===== src/rtl/pc_ir_unit_pkg.sv =====
// Shared types for the VeriRISC PC/IR stage: opcode encoding, phase type
// and phase landmarks used by the fetch/execute split.
package pc_ir_unit_pkg;

  localparam int OPC_W = 3;

  typedef enum logic [OPC_W-1:0] {
    HLT = 3'd0,
    SKZ = 3'd1,
    ADD = 3'd2,
    AND = 3'd3,
    XOR = 3'd4,
    LDA = 3'd5,
    STO = 3'd6,
    JMP = 3'd7
  } opcode_t;

  typedef logic [2:0] phase_t;

  localparam phase_t PHASE_FETCH_LAST = 3'd3;
  localparam phase_t PHASE_LAST       = 3'd7;

  function automatic opcode_t decode_opcode(input logic [OPC_W-1:0] bits);
    return opcode_t'(bits);
  endfunction

endpackage


===== src/rtl/pc_ir_unit_if.sv =====
// Bus between the PC/IR stage (slave) and the sequencer/memory side (master).
interface pc_ir_unit_if #(
  parameter int ADDR_W = 5,
  parameter int DATA_W = 8
);

  logic [DATA_W-1:0]       data_in;
  logic                    load_ir;
  logic                    inc_pc;
  logic                    load_pc;
  logic                    halt;
  logic                    resume;
  pc_ir_unit_pkg::opcode_t opcode;
  logic [ADDR_W-1:0]       ir_addr;
  logic [ADDR_W-1:0]       addr;
  logic [ADDR_W-1:0]       pc;
  pc_ir_unit_pkg::phase_t  phase;
  logic                    fetch;
  logic                    halted;

  modport master (
    output data_in, load_ir, inc_pc, load_pc, halt, resume,
    input  opcode, ir_addr, addr, pc, phase, fetch, halted
  );

  modport slave (
    input  data_in, load_ir, inc_pc, load_pc, halt, resume,
    output opcode, ir_addr, addr, pc, phase, fetch, halted
  );

endinterface


===== src/rtl/pc_ir_unit_pc_counter.sv =====
// Program counter: load beats increment, hold freezes everything, wraps modulo 2^ADDR_W.
module pc_counter #(
  parameter int ADDR_W = 5
) (
  input  logic              clk,
  input  logic              rst,
  input  logic              hold,
  input  logic              load,
  input  logic              inc,
  input  logic [ADDR_W-1:0] load_val,
  output logic [ADDR_W-1:0] pc
);

  localparam logic [ADDR_W-1:0] PC_ONE = ADDR_W'(1);

  logic [ADDR_W-1:0] pc_r;
  logic [ADDR_W-1:0] pc_next_s;

  // next PC selection
  always_comb begin
    pc_next_s = pc_r;
    if (hold) begin
      pc_next_s = pc_r;
    end else if (load) begin
      pc_next_s = load_val;
    end else if (inc) begin
      pc_next_s = pc_r + PC_ONE;
    end else begin
      pc_next_s = pc_r;
    end
  end

  // PC register
  always_ff @(posedge clk or posedge rst) begin
    if (rst) begin
      pc_r <= '0;
    end else begin
      pc_r <= pc_next_s;
    end
  end

  assign pc = pc_r;

endmodule


===== src/rtl/pc_ir_unit.sv =====
// PC/IR stage: holds PC and IR, decodes IR, muxes the memory address and
// runs a free-running 8-phase counter plus the halt/resume latch.
module pc_ir_unit
  import pc_ir_unit_pkg::*;
#(
  parameter int ADDR_W = 5,
  parameter int DATA_W = 8
) (
  input logic          clk,
  input logic          rst,
  pc_ir_unit_if.slave  bus
);

  logic [DATA_W-1:0] ir_r;
  logic [DATA_W-1:0] ir_next_s;
  phase_t            phase_r;
  logic              halted_r;
  logic              halted_next_s;
  logic              resume_pend_r;
  logic              resume_pend_next_s;
  logic [ADDR_W-1:0] pc_s;
  logic [ADDR_W-1:0] ir_addr_s;
  logic              fetch_s;

  assign ir_addr_s = ir_r[ADDR_W-1:0];

  pc_counter #(.ADDR_W(ADDR_W)) u_pc_counter (
    .clk      (clk),
    .rst      (rst),
    .hold     (halted_r),
    .load     (bus.load_pc),
    .inc      (bus.inc_pc),
    .load_val (ir_addr_s),
    .pc       (pc_s)
  );

  // IR next value, frozen while halted
  always_comb begin
    ir_next_s = ir_r;
    if (bus.load_ir && !halted_r) begin
      ir_next_s = bus.data_in;
    end else begin
      ir_next_s = ir_r;
    end
  end

  // Halt latch: halt dominates; a resume seen while halted releases on the 7->0 edge,
  // so the unit always restarts at the top of a fetch.
  always_comb begin
    halted_next_s      = halted_r;
    resume_pend_next_s = resume_pend_r;
    if (bus.halt) begin
      halted_next_s      = 1'b1;
      resume_pend_next_s = 1'b0;
    end else if (halted_r && (phase_r == PHASE_LAST) && (resume_pend_r || bus.resume)) begin
      halted_next_s      = 1'b0;
      resume_pend_next_s = 1'b0;
    end else if (halted_r && bus.resume) begin
      resume_pend_next_s = 1'b1;
    end else begin
      halted_next_s      = halted_r;
      resume_pend_next_s = resume_pend_r;
    end
  end

  // State registers; the phase counter never stops so it tracks the sequencer
  always_ff @(posedge clk or posedge rst) begin
    if (rst) begin
      ir_r          <= '0;
      phase_r       <= 3'd0;
      halted_r      <= 1'b0;
      resume_pend_r <= 1'b0;
    end else begin
      ir_r          <= ir_next_s;
      phase_r       <= phase_r + 3'd1;
      halted_r      <= halted_next_s;
      resume_pend_r <= resume_pend_next_s;
    end
  end

  assign fetch_s     = (phase_r <= PHASE_FETCH_LAST);
  assign bus.fetch   = fetch_s;
  assign bus.addr    = fetch_s ? pc_s : ir_addr_s;
  assign bus.pc      = pc_s;
  assign bus.ir_addr = ir_addr_s;
  assign bus.opcode  = decode_opcode(ir_r[DATA_W-1 -: OPC_W]);
  assign bus.phase   = phase_r;
  assign bus.halted  = halted_r;

endmodule

===== src/flat_wrapper.sv =====
// flat-port wrapper written by rule: the top's interface ports become plain ports
module pc_ir_unit_flat import pc_ir_unit_pkg::*;
#(
  parameter int ADDR_W = 5,
  parameter int DATA_W = 8
)
  (clk, rst, bus_data_in, bus_load_ir, bus_inc_pc, bus_load_pc, bus_halt, bus_resume, bus_opcode, bus_ir_addr, bus_addr, bus_pc, bus_phase, bus_fetch, bus_halted);
  pc_ir_unit_if #(.ADDR_W(ADDR_W), .DATA_W(DATA_W)) bus_i ();
  input logic clk;
  input logic rst;
  input wire logic [$bits(bus_i.data_in)-1:0] bus_data_in;
  input wire logic [$bits(bus_i.load_ir)-1:0] bus_load_ir;
  input wire logic [$bits(bus_i.inc_pc)-1:0] bus_inc_pc;
  input wire logic [$bits(bus_i.load_pc)-1:0] bus_load_pc;
  input wire logic [$bits(bus_i.halt)-1:0] bus_halt;
  input wire logic [$bits(bus_i.resume)-1:0] bus_resume;
  output wire logic [$bits(bus_i.opcode)-1:0] bus_opcode;
  output wire logic [$bits(bus_i.ir_addr)-1:0] bus_ir_addr;
  output wire logic [$bits(bus_i.addr)-1:0] bus_addr;
  output wire logic [$bits(bus_i.pc)-1:0] bus_pc;
  output wire logic [$bits(bus_i.phase)-1:0] bus_phase;
  output wire logic [$bits(bus_i.fetch)-1:0] bus_fetch;
  output wire logic [$bits(bus_i.halted)-1:0] bus_halted;
  assign bus_i.data_in = bus_data_in;
  assign bus_i.load_ir = bus_load_ir;
  assign bus_i.inc_pc = bus_inc_pc;
  assign bus_i.load_pc = bus_load_pc;
  assign bus_i.halt = bus_halt;
  assign bus_i.resume = bus_resume;
  assign bus_opcode = bus_i.opcode;
  assign bus_ir_addr = bus_i.ir_addr;
  assign bus_addr = bus_i.addr;
  assign bus_pc = bus_i.pc;
  assign bus_phase = bus_i.phase;
  assign bus_fetch = bus_i.fetch;
  assign bus_halted = bus_i.halted;
  pc_ir_unit #(.ADDR_W(ADDR_W), .DATA_W(DATA_W)) u_core (.clk(clk), .rst(rst), .bus(bus_i));
endmodule

===== config.mk =====
export PLATFORM = sky130hd
export DESIGN_NAME = pc_ir_unit_flat
export DESIGN_NICKNAME = d
export VERILOG_FILES = /design/src/rtl/pc_ir_unit_pkg.sv /design/src/rtl/pc_ir_unit_if.sv /design/src/rtl/pc_ir_unit_pc_counter.sv /design/src/rtl/pc_ir_unit.sv /design/src/flat_wrapper.sv
export SDC_FILE = /design/constraint.sdc
export NUM_CORES = 1
export LEC_CHECK = 0
export CAP_MARGIN = 20
export CELL_PAD_IN_SITES_DETAIL_PLACEMENT = 1
export CELL_PAD_IN_SITES_GLOBAL_PLACEMENT = 1
export CORE_MARGIN = 2
export CORE_UTILIZATION = 31
export CTS_CLUSTER_DIAMETER = 80
export DETAILED_ROUTE_END_ITERATION = 6
export GPL_TIMING_DRIVEN = 0
export PLACE_DENSITY_LB_ADDON = 0.1
export SYNTH_ARGS = -nofsm -noshare
export SYNTH_HDL_FRONTEND = slang
export SYNTH_SLANG_ARGS = --single-unit

===== constraint.sdc =====
create_clock -name clk -period 2.6 [get_ports clk]
set_clock_uncertainty 0.2 [all_clocks]
set_input_delay 0.78 -clock clk [delete_from_list [all_inputs] [get_ports clk]]
set_output_delay 0.78 -clock clk [all_outputs]
set_load 0.02 [all_outputs]

# After elaboration in Yosys (flattened, before gate mapping)
# Cells that the tools add are included.
[totals]
reg_bits = 18
in_bits = 15
elab_cells = 28
[classes]
n_bitwise = 1
n_addsub = 2
muxes = 8
n_reduce_logical = 10
n_lt_le_gt_ge = 1
eq_ne = 1
[op_table]
columns = ["operator", "n"]
rows = [
  ["$mux 5", 3],
  ["$add 5x1->5 const B", 1],
  ["$mux 1", 5],
  ["$logic_and 1x1->1", 4],
  ["$reduce_bool 2->1", 2],
  ["$add 3x1->3 const B", 1],
  ["$eq 3x3->1 const B", 1],
  ["$le 3x2->1 const B", 1],
  ["$reduce_bool 3->1", 1],
  ["$reduce_and 2->1", 1],
  ["$logic_not 1->1", 1],
  ["$logic_or 1x1->1", 1],
  ["$not 1->1", 1],
]

# Longest topological paths before layout
# Gate-level depths: netlist (run 1).
[depth]
ltp_word = 5
depth_mapped = 5

# Modules after synthesis
# Synthesis (run 1) repeated with hierarchy kept, for this count alone.
[unflattened]
hier_cells = 88
area_unflattened_um2 = 955.9
[by_module_without_submodules]
columns = ["module", "cells_each", "seq_area_each_um2", "n_inst", "area_each_um2"]
rows = [
  ["pc_ir_unit", 53, 325.3, 1, 628.1],
  ["pc_counter", 35, 125.1, 1, 327.8],
]

# Least setup slack after synthesis (run 1)
# Ideal clock, no wire load.
[synth_timing]
kind = "reg2out"
startpoint = "reg u_core.phase_r[0] (netlist: u_core.bus.phase[0])"
endpoint = "out bus_addr[4]"
t_required_ns = 1.620
n_path_buf = 0
t_arrival_ns = 1.508
path_stages_with_launch = 5
setup_slack_ns = 0.112
path_cell_list = "dfrtp_1 -> ha_1 -> ha_1 -> or2_4 -> mux2_4"
[synth_via]
elab_chain_len = 2
[synth_lines]
columns = ["item", "line", "source"]
rows = [
  ["from (decl)", "pc_ir_unit.sv:16", "phase_t phase_r;"],
  ["from (signal assigned)", "pc_ir_unit.sv:75", "phase_r <= phase_r + 3'd1;"],
  ["$le 3x2->1", "pc_ir_unit.sv:81", "assign fetch_s = (phase_r <= PHASE_FETCH_LAST);"],
  ["net bus_fetch", "flat_wrapper.sv:22", "output wire logic [$bits(bus_i.fetch)-1:0] bus_fetch;"],
  ["$mux 5", "pc_ir_unit.sv:83", "assign bus.addr = fetch_s ? pc_s : ir_addr_s;"],
  ["to (decl)", "flat_wrapper.sv:19", "output wire logic [$bits(bus_i.addr)-1:0] bus_addr;"],
]
# The timed path passes the listed nets, and every way through them passes these cells.

# Worst setup path in the final report (run 1)
[layout_timing]
startpoint = "reg u_core.phase_r[0] (netlist: u_core.bus.phase[0])"
endpoint = "out bus_addr[4]"
[layout_via]
elab_chain_len = 2
[layout_lines]
columns = ["item", "line"]
rows = [
  ["$le 3x2->1", "pc_ir_unit.sv:81"],
  ["$mux 5", "pc_ir_unit.sv:83"],
]
# Every way passes these cells.

==> impl_metrics.env, run 1 <==
export IMPL_status="finished, violations left"
export IMPL_violations="setup timing"
export IMPL_fmax_mhz=373
export IMPL_antenna_cells=0
export IMPL_crit_family="flip-flops"
export IMPL_io_buffer_count=37
export IMPL_critPathLaunchType="register"
export IMPL_remaining_drc_errors=0
export IMPL_finalSetupViolations=1
export IMPL_ys_ff_latch=18
export IMPL_grt_ovfl_total=0
export IMPL_wl_per_cell_um=15.4
export IMPL_synthCells=78
export IMPL_crit_type="reg -> out"
export IMPL_ios=38
export IMPL_fin_crit_sh_pct=103
export IMPL_grtUsageTotal_pct=16.0
export IMPL_cap_violations=0
export IMPL_cts_tree="built"
export IMPL_path_cells="ha_2, ha_4, or2_4, mux2_4, buf_6"
export IMPL_crit_slowest_cell="dfrtp_1"
export IMPL_synth_seq_area_share_pct=50.3
export IMPL_nFillCells=312
export IMPL_drtPass1Iterations=4
export IMPL_die_h_um=57.7
export IMPL_use_met1_pct=19.6
export IMPL_clkTransAtPathRegs_ns=0.10
export IMPL_synth_top_area_share_pct=50.3
export IMPL_drive_gt1_share_pct=23.6
export IMPL_worstPathArrival_ns=1.70
export IMPL_syn_nets=97
export IMPL_slowest_delay_ns=0.39
export IMPL_grt_max_degree=19
export IMPL_hold_path_class="reg -> reg"
export IMPL_fin_setup_tns_ns=-0.0796
export IMPL_core_area_um2=2760
export IMPL_synth_edf_count=0
export IMPL_initial_core_util_pct=32.4
export IMPL_grt_pass1_wl_mm=4.08
export IMPL_fin_ws_ns=-0.0796
export IMPL_min_period_ns=2.68
export IMPL_slew_headroom_pct=52.5
export IMPL_rows=19
export IMPL_clk_latency_ns=0.30
export IMPL_peakVddDrop_mv=0.411
export IMPL_syn_area_per_cell_um2=11.5
export IMPL_hold_viol_final=0
export IMPL_busiest_layer="met2"
export IMPL_wirelength_mm=2.37
export IMPL_ys_types=25
export IMPL_holdWs_ns=0.322
export IMPL_synth_area_leaders="dfrtp_1, mux2_2, ha_1"
export IMPL_netlist_area_um2=895
export IMPL_die_x_um=57.7
export IMPL_grt_antenna_before_repair=0
export IMPL_power_density_nw_per_um2=622
export IMPL_worst_slew_pin_slew_ns=0.711
export IMPL_nets=143
export IMPL_worstPathMaxFanout=2
export IMPL_cts_root_buffer="clkbuf_4"
export IMPL_numCtsBuffers=3
export IMPL_clock_path_buffers=2
export IMPL_cts_sinks=18
export IMPL_critPathBufInv=1
export IMPL_vias=776
export IMPL_rsz0062_at_grt="yes"
export IMPL_yosysTopAreaCell="dfrtp_1"
export IMPL_ctsHoldBuffers=0
export IMPL_gp_congestion=0.655
export IMPL_p_leak_uw=0.000615
export IMPL_viasPerCell=5.04
export IMPL_critical_path_endpoint_type="output pin"
export IMPL_synth_flop_cell="dfrtp_1"
export IMPL_first_global_vias=857
export IMPL_syn2layout_area_growth_pct=54.7
export IMPL_yosysWarnings=0
export IMPL_drtAntennaViolNets=0
export IMPL_async_reset_ff_share_pct=100
export IMPL_grtUsageMet2_pct=27.3
export IMPL_dieArea_um2=3330
export IMPL_required_ns=1.62
export IMPL_drt_iter0_markers=17
export IMPL_use_met3_pct=5.58
export IMPL_slew_violations=0
export IMPL_cts_max_level=1
kinds of logic after synthesis:
kind of cell               count (synthesis)  synth area share, %
buffers and inverters                      9                 4.62
AOI/OAI and AO/OA                         18                 13.0
muxes                                     13                 16.6
and+or+nand+nor                           16                 9.79
adders and majority gates                  4                 5.59
DFF                                       18                 50.3
power by group:
| part | switching [uW] | internal (uW) | total [uW] |
|---|---|---|---|
| Clock | 89.5 | 85.4 | 175 |
| Sequential | 51.5 | 325 | 376 |
| Combinational | 147 | 162 | 309 |
routing by layer:
| layer | up-vias | part of all wire [%] |
|---|---|---|
| met5 | - | 0 |
| met1 | 385 | 43 |
| met2 | 23 | 50 |
| met3 | 2 | 6.6 |
| met4 | 0 | 0.59 |
| li1 | 366 | - |
what timing repair did:
| action | in CTS | in global routing |
|---|---|---|
| pin swaps | 2 | 1 |
| resized for setup | 13 | 2 |
| buffers inserted | 4 | 0 |
| endpoints found under the setup margin | 6 | 2 |
synthesized netlist by cell type (all sizes together) (2+ instances only):
cell,n
nor2b,3
a22oi,3
a21oi,4
o21ai,6
buf,4
nor3,2
ha,4
inv,5
dfrtp,18
nand2,5
nor2,2
mux2,12
state kept, by name, summed over array words and instances (netlist names):
name / count
u_core.bus.halted: 1
u_core.bus.phase: 3
u_core.u_pc_counter.pc: 5
u_core.resume_pend_r: 1
u_core.ir_r: 8
final timing paths:
kind / startpoint / to / slack (ns) / cells after the start
setup / recovery: u_core.bus.phase[0] / bus_addr[4] / -0.08 / 5
hold / removal: u_core.ir_r[5] / u_core.ir_r[5] / 0.32 / 1
setup reg to reg: u_core.bus.halted / u_core.ir_r[7] / 1.14 / 3
hold reg to reg: u_core.ir_r[5] / u_core.ir_r[5] / 0.32 / 1
max in group asynchronous: rst / u_core.ir_r[7] / 1.06 / 2
min in group asynchronous: rst / u_core.ir_r[4] / 0.68 / 2
layout by cell type (no fill, tap or decap):
cell             synthesis  layout
nand2_1                  5       5
a211oi_1                 1       1
a21oi_1                  3       3
clkdlybuf4s50_1          0      31
ha_2                     0       1
dlygate4sd2_1            0       5
a32oi_1                  1       1
mux2i_1                  1       1
dfrtp_1                 18      18
nor3_1                   2       2
and3b_1                  1       1
mux2_2                  11      11
mux2_4                   1       1
and4_1                   1       1
buf_4                    1       4
o21ai_0                  6       6
ha_1                     4       2
nor2b_1                  3       3
o311ai_0                 1       1
a21oi_2                  1       1
buf_6                    0       2
nor2_1                   2       2
a21o_1                   1       1
nand4_1                  1       1
ha_4                     0       1
o21bai_1                 1       1
or2_4                    1       1
inv_1                    5       5
buf_2                    3       3
clkbuf_8                 0       1
a22oi_1                  3       3
clkbuf_4                 0       3
metrics by stage:
stage | utilization (%) | power (uW) | setup WS (ns) | std cells | cell area (um2)
floorplan | - | 529 | 0.112 | 78 | 895
global placement | 47.3 | 695 | -0.268 | 146 | 1300
detailed placement | 47.3 | 706 | -0.296 | 146 | 1300
CTS | 49.7 | 878 | -0.105 | 154 | 1370
global route | 50.2 | 915 | -0.152 | 154 | 1380
finish | 50.2 | 860 | -0.0796 | 154 | 1380
area by class of cell:
cell class / count / area (um2) / share of cell area, %
Multi-Input combinational cell: 51 / 418 / 30.2
Tap cell: 31 / 38.8 / 2.80
Inverter: 5 / 18.8 / 1.36
Buffer: 4 / 26.3 / 1.90
Timing Repair Buffer: 41 / 395 / 28.6
Clock buffer: 4 / 36.3 / 2.62
Sequential cell: 18 / 450 / 32.5
(Power assumes the default switching activity.)
==> inputs of run 2 (changes only) <==
Settings changed: GPL_TIMING_DRIVEN 0 to default.
==> impl_metrics.env, run 2 (synthesis results as in run 1) <==
export IMPL_status="finished, violations left"
export IMPL_violations="setup timing"
export IMPL_r2r_end="u_core.ir_r[3]"
export IMPL_slew_headroom_pct=71.3
export IMPL_remaining_drc_errors=0
export IMPL_power_density_nw_per_um2=613
export IMPL_die_h_um=57.7
export IMPL_first_global_vias=843
export IMPL_ctsHoldBuffers=0
export IMPL_drtPass1Iterations=5
export IMPL_worst_slew_pin_slew_ns=0.429
export IMPL_grt_max_degree=19
export IMPL_cts_sinks=18
export IMPL_viasPerCell=4.95
export IMPL_nets=144
export IMPL_clkTransAtPathRegs_ns=0.10
export IMPL_grt_pass1_wl_mm=4.08
export IMPL_wirelength_mm=2.29
export IMPL_cts_root_buffer="clkbuf_4"
export IMPL_core_area_um2=2760
export IMPL_critical_path_endpoint_type="output pin"
export IMPL_dieArea_um2=3330
export IMPL_rows=19
export IMPL_hpwlAfterDp_mm=1.77
export IMPL_crit_type="reg -> out"
export IMPL_ff_latch_area_um2=450
export IMPL_cap_violations=0
export IMPL_r2r_slack_ns=1.02
export IMPL_finalSetupViolations=1
export IMPL_io_buffer_count=37
export IMPL_dp_cells=150
export IMPL_ios=38
export IMPL_cts_max_level=1
export IMPL_ff2ff_path_depth=4
export IMPL_drive_gt1_share_pct=24.2
export IMPL_min_delay_start="u_core.ir_r[7]"
export IMPL_fin_crit_sh_pct=103
export IMPL_rsz0062_at_grt="yes"
export IMPL_hold_path_class="reg -> reg"
export IMPL_cts_tree="built"
export IMPL_r2r_start="u_core.bus.halted"
export IMPL_hold_viol_final=0
export IMPL_min_period_ns=2.68
export IMPL_p_leak_uw=0.000622
export IMPL_grt_antenna_before_repair=0
export IMPL_critPathLaunchType="register"
export IMPL_multi_input_area_um2=418
export IMPL_fmax_mhz=373
export IMPL_clk_latency_ns=0.28
export IMPL_numCtsBuffers=3
export IMPL_nFillCells=314
export IMPL_worstPathMaxFanout=2
export IMPL_hold_path_end="u_core.ir_r[7]"
export IMPL_worstPathArrival_ns=1.70
export IMPL_initial_core_util_pct=32.4
export IMPL_drt_iter0_markers=28
export IMPL_syn2layout_area_growth_pct=55.9
export IMPL_required_ns=1.62
export IMPL_die_x_um=57.7
export IMPL_gp_congestion=0.659
export IMPL_placed_cell_area_um2=1340
export IMPL_final_common_cell="clkdlybuf4s50_1"
export IMPL_whs_path_depth=1
export IMPL_grt_ovfl_total=0
export IMPL_fin_ws_ns=-0.0795
export IMPL_slew_violations=0
export IMPL_finalInstanceArea_um2=1400
export IMPL_antenna_cells=0
export IMPL_grtUsageTotal_pct=15.8
export IMPL_wl_per_cell_um=14.8
export IMPL_fin_setup_tns_ns=-0.0795
export IMPL_final_cell_mix="clkdlybuf4s50_1, dfrtp_1, mux2_2"
export IMPL_drtAntennaViolNets=0
export IMPL_vias=768
export IMPL_clock_path_buffers=2
export IMPL_fin_cells=155
export IMPL_largest_register="u_core.ir_r"
export IMPL_peakVddDrop_mv=0.429
export IMPL_largest_register_ff_count=8
==> run 2: changes by cell type in the layout (fill, tap and decap cells not counted) <==
| cell | before | now |
|---|---|---|
| buf_2 | 3 | 0 |
| buf_4 | 4 | 9 |
| buf_6 | 2 | 1 |
==> run 2: layout make-up <==
class	count	area share, %
Tap cell	31	2.78
Clock buffer	4	2.60
Sequential cell	18	32.3
Multi-Input combinational cell	51	30.0
Timing Repair Buffer	46	31.0
Inverter	5	1.35
==> run 2: worst max-delay path by stage <==
| stage | cells past startpoint | slack (ns) | startpoint | endpoint |
|---|---|---|---|---|
| 2_1_floorplan | 4 | 0.11 | u_core.bus.phase[0] | bus_addr[4] |
| 3_3_place_gp | 5 | -0.19 | u_core.bus.phase[0] | bus_addr[4] |
| 3_5_place_dp | 5 | -0.23 | u_core.bus.phase[0] | bus_addr[4] |
| 4_1_cts | 5 | -0.08 | u_core.bus.phase[1] | bus_addr[4] |
| 5_1_grt | 5 | -0.14 | u_core.bus.phase[1] | bus_addr[4] |
| 6_report | 5 | -0.08 | u_core.bus.phase[1] | bus_addr[4] |
==> run 2: timing repair <==
item                       CTS  global route
setup buffers                1             0
resized for setup           13             1
gates cloned                 0             0
setup endpoints to repair    6             2
hold endpoints to repair     0             0
pin swaps                    2             0
==> run 2: per-layer routing <==
metal	GRT usage, %	part of all wire [%]	wire (um)
met3	4.46	6.6	150
met1	20.1	41	946
met2	26.9	52	1180
met4	2.99	0.57	13
met5	0	0	0
==> run 2: stage by stage <==
stage | worst slack [ns] | hold slack (ns) | util [%] | power, uW
3_3_place_gp | -0.189 | 0.277 | 48.6 | 697
6_report | -0.0795 | 0.321 | 50.6 | 855
5_1_grt | -0.137 | 0.338 | 50.6 | 911
2_1_floorplan | 0.112 | 0.343 | - | 529
4_1_cts | -0.0837 | 0.329 | 50.2 | 868
3_5_place_dp | -0.228 | 0.286 | 48.6 | 706
==> run 2: power by group <==
group	leakage, uW	total (uW)	switching [uW]	internal [uW]
Combinational	0.000389	311	147	164
Clock	0.0000210	170	84.9	85.1
Sequential	0.000212	374	49.0	325
==> run 2: critical path, stage by stage, from the launching register on <==
cell	delay (ns)
dfrtp_1	0.40
ha_2	0.21
ha_4	0.15
or2_4	0.23
mux2_4	0.30
buf_6	0.13
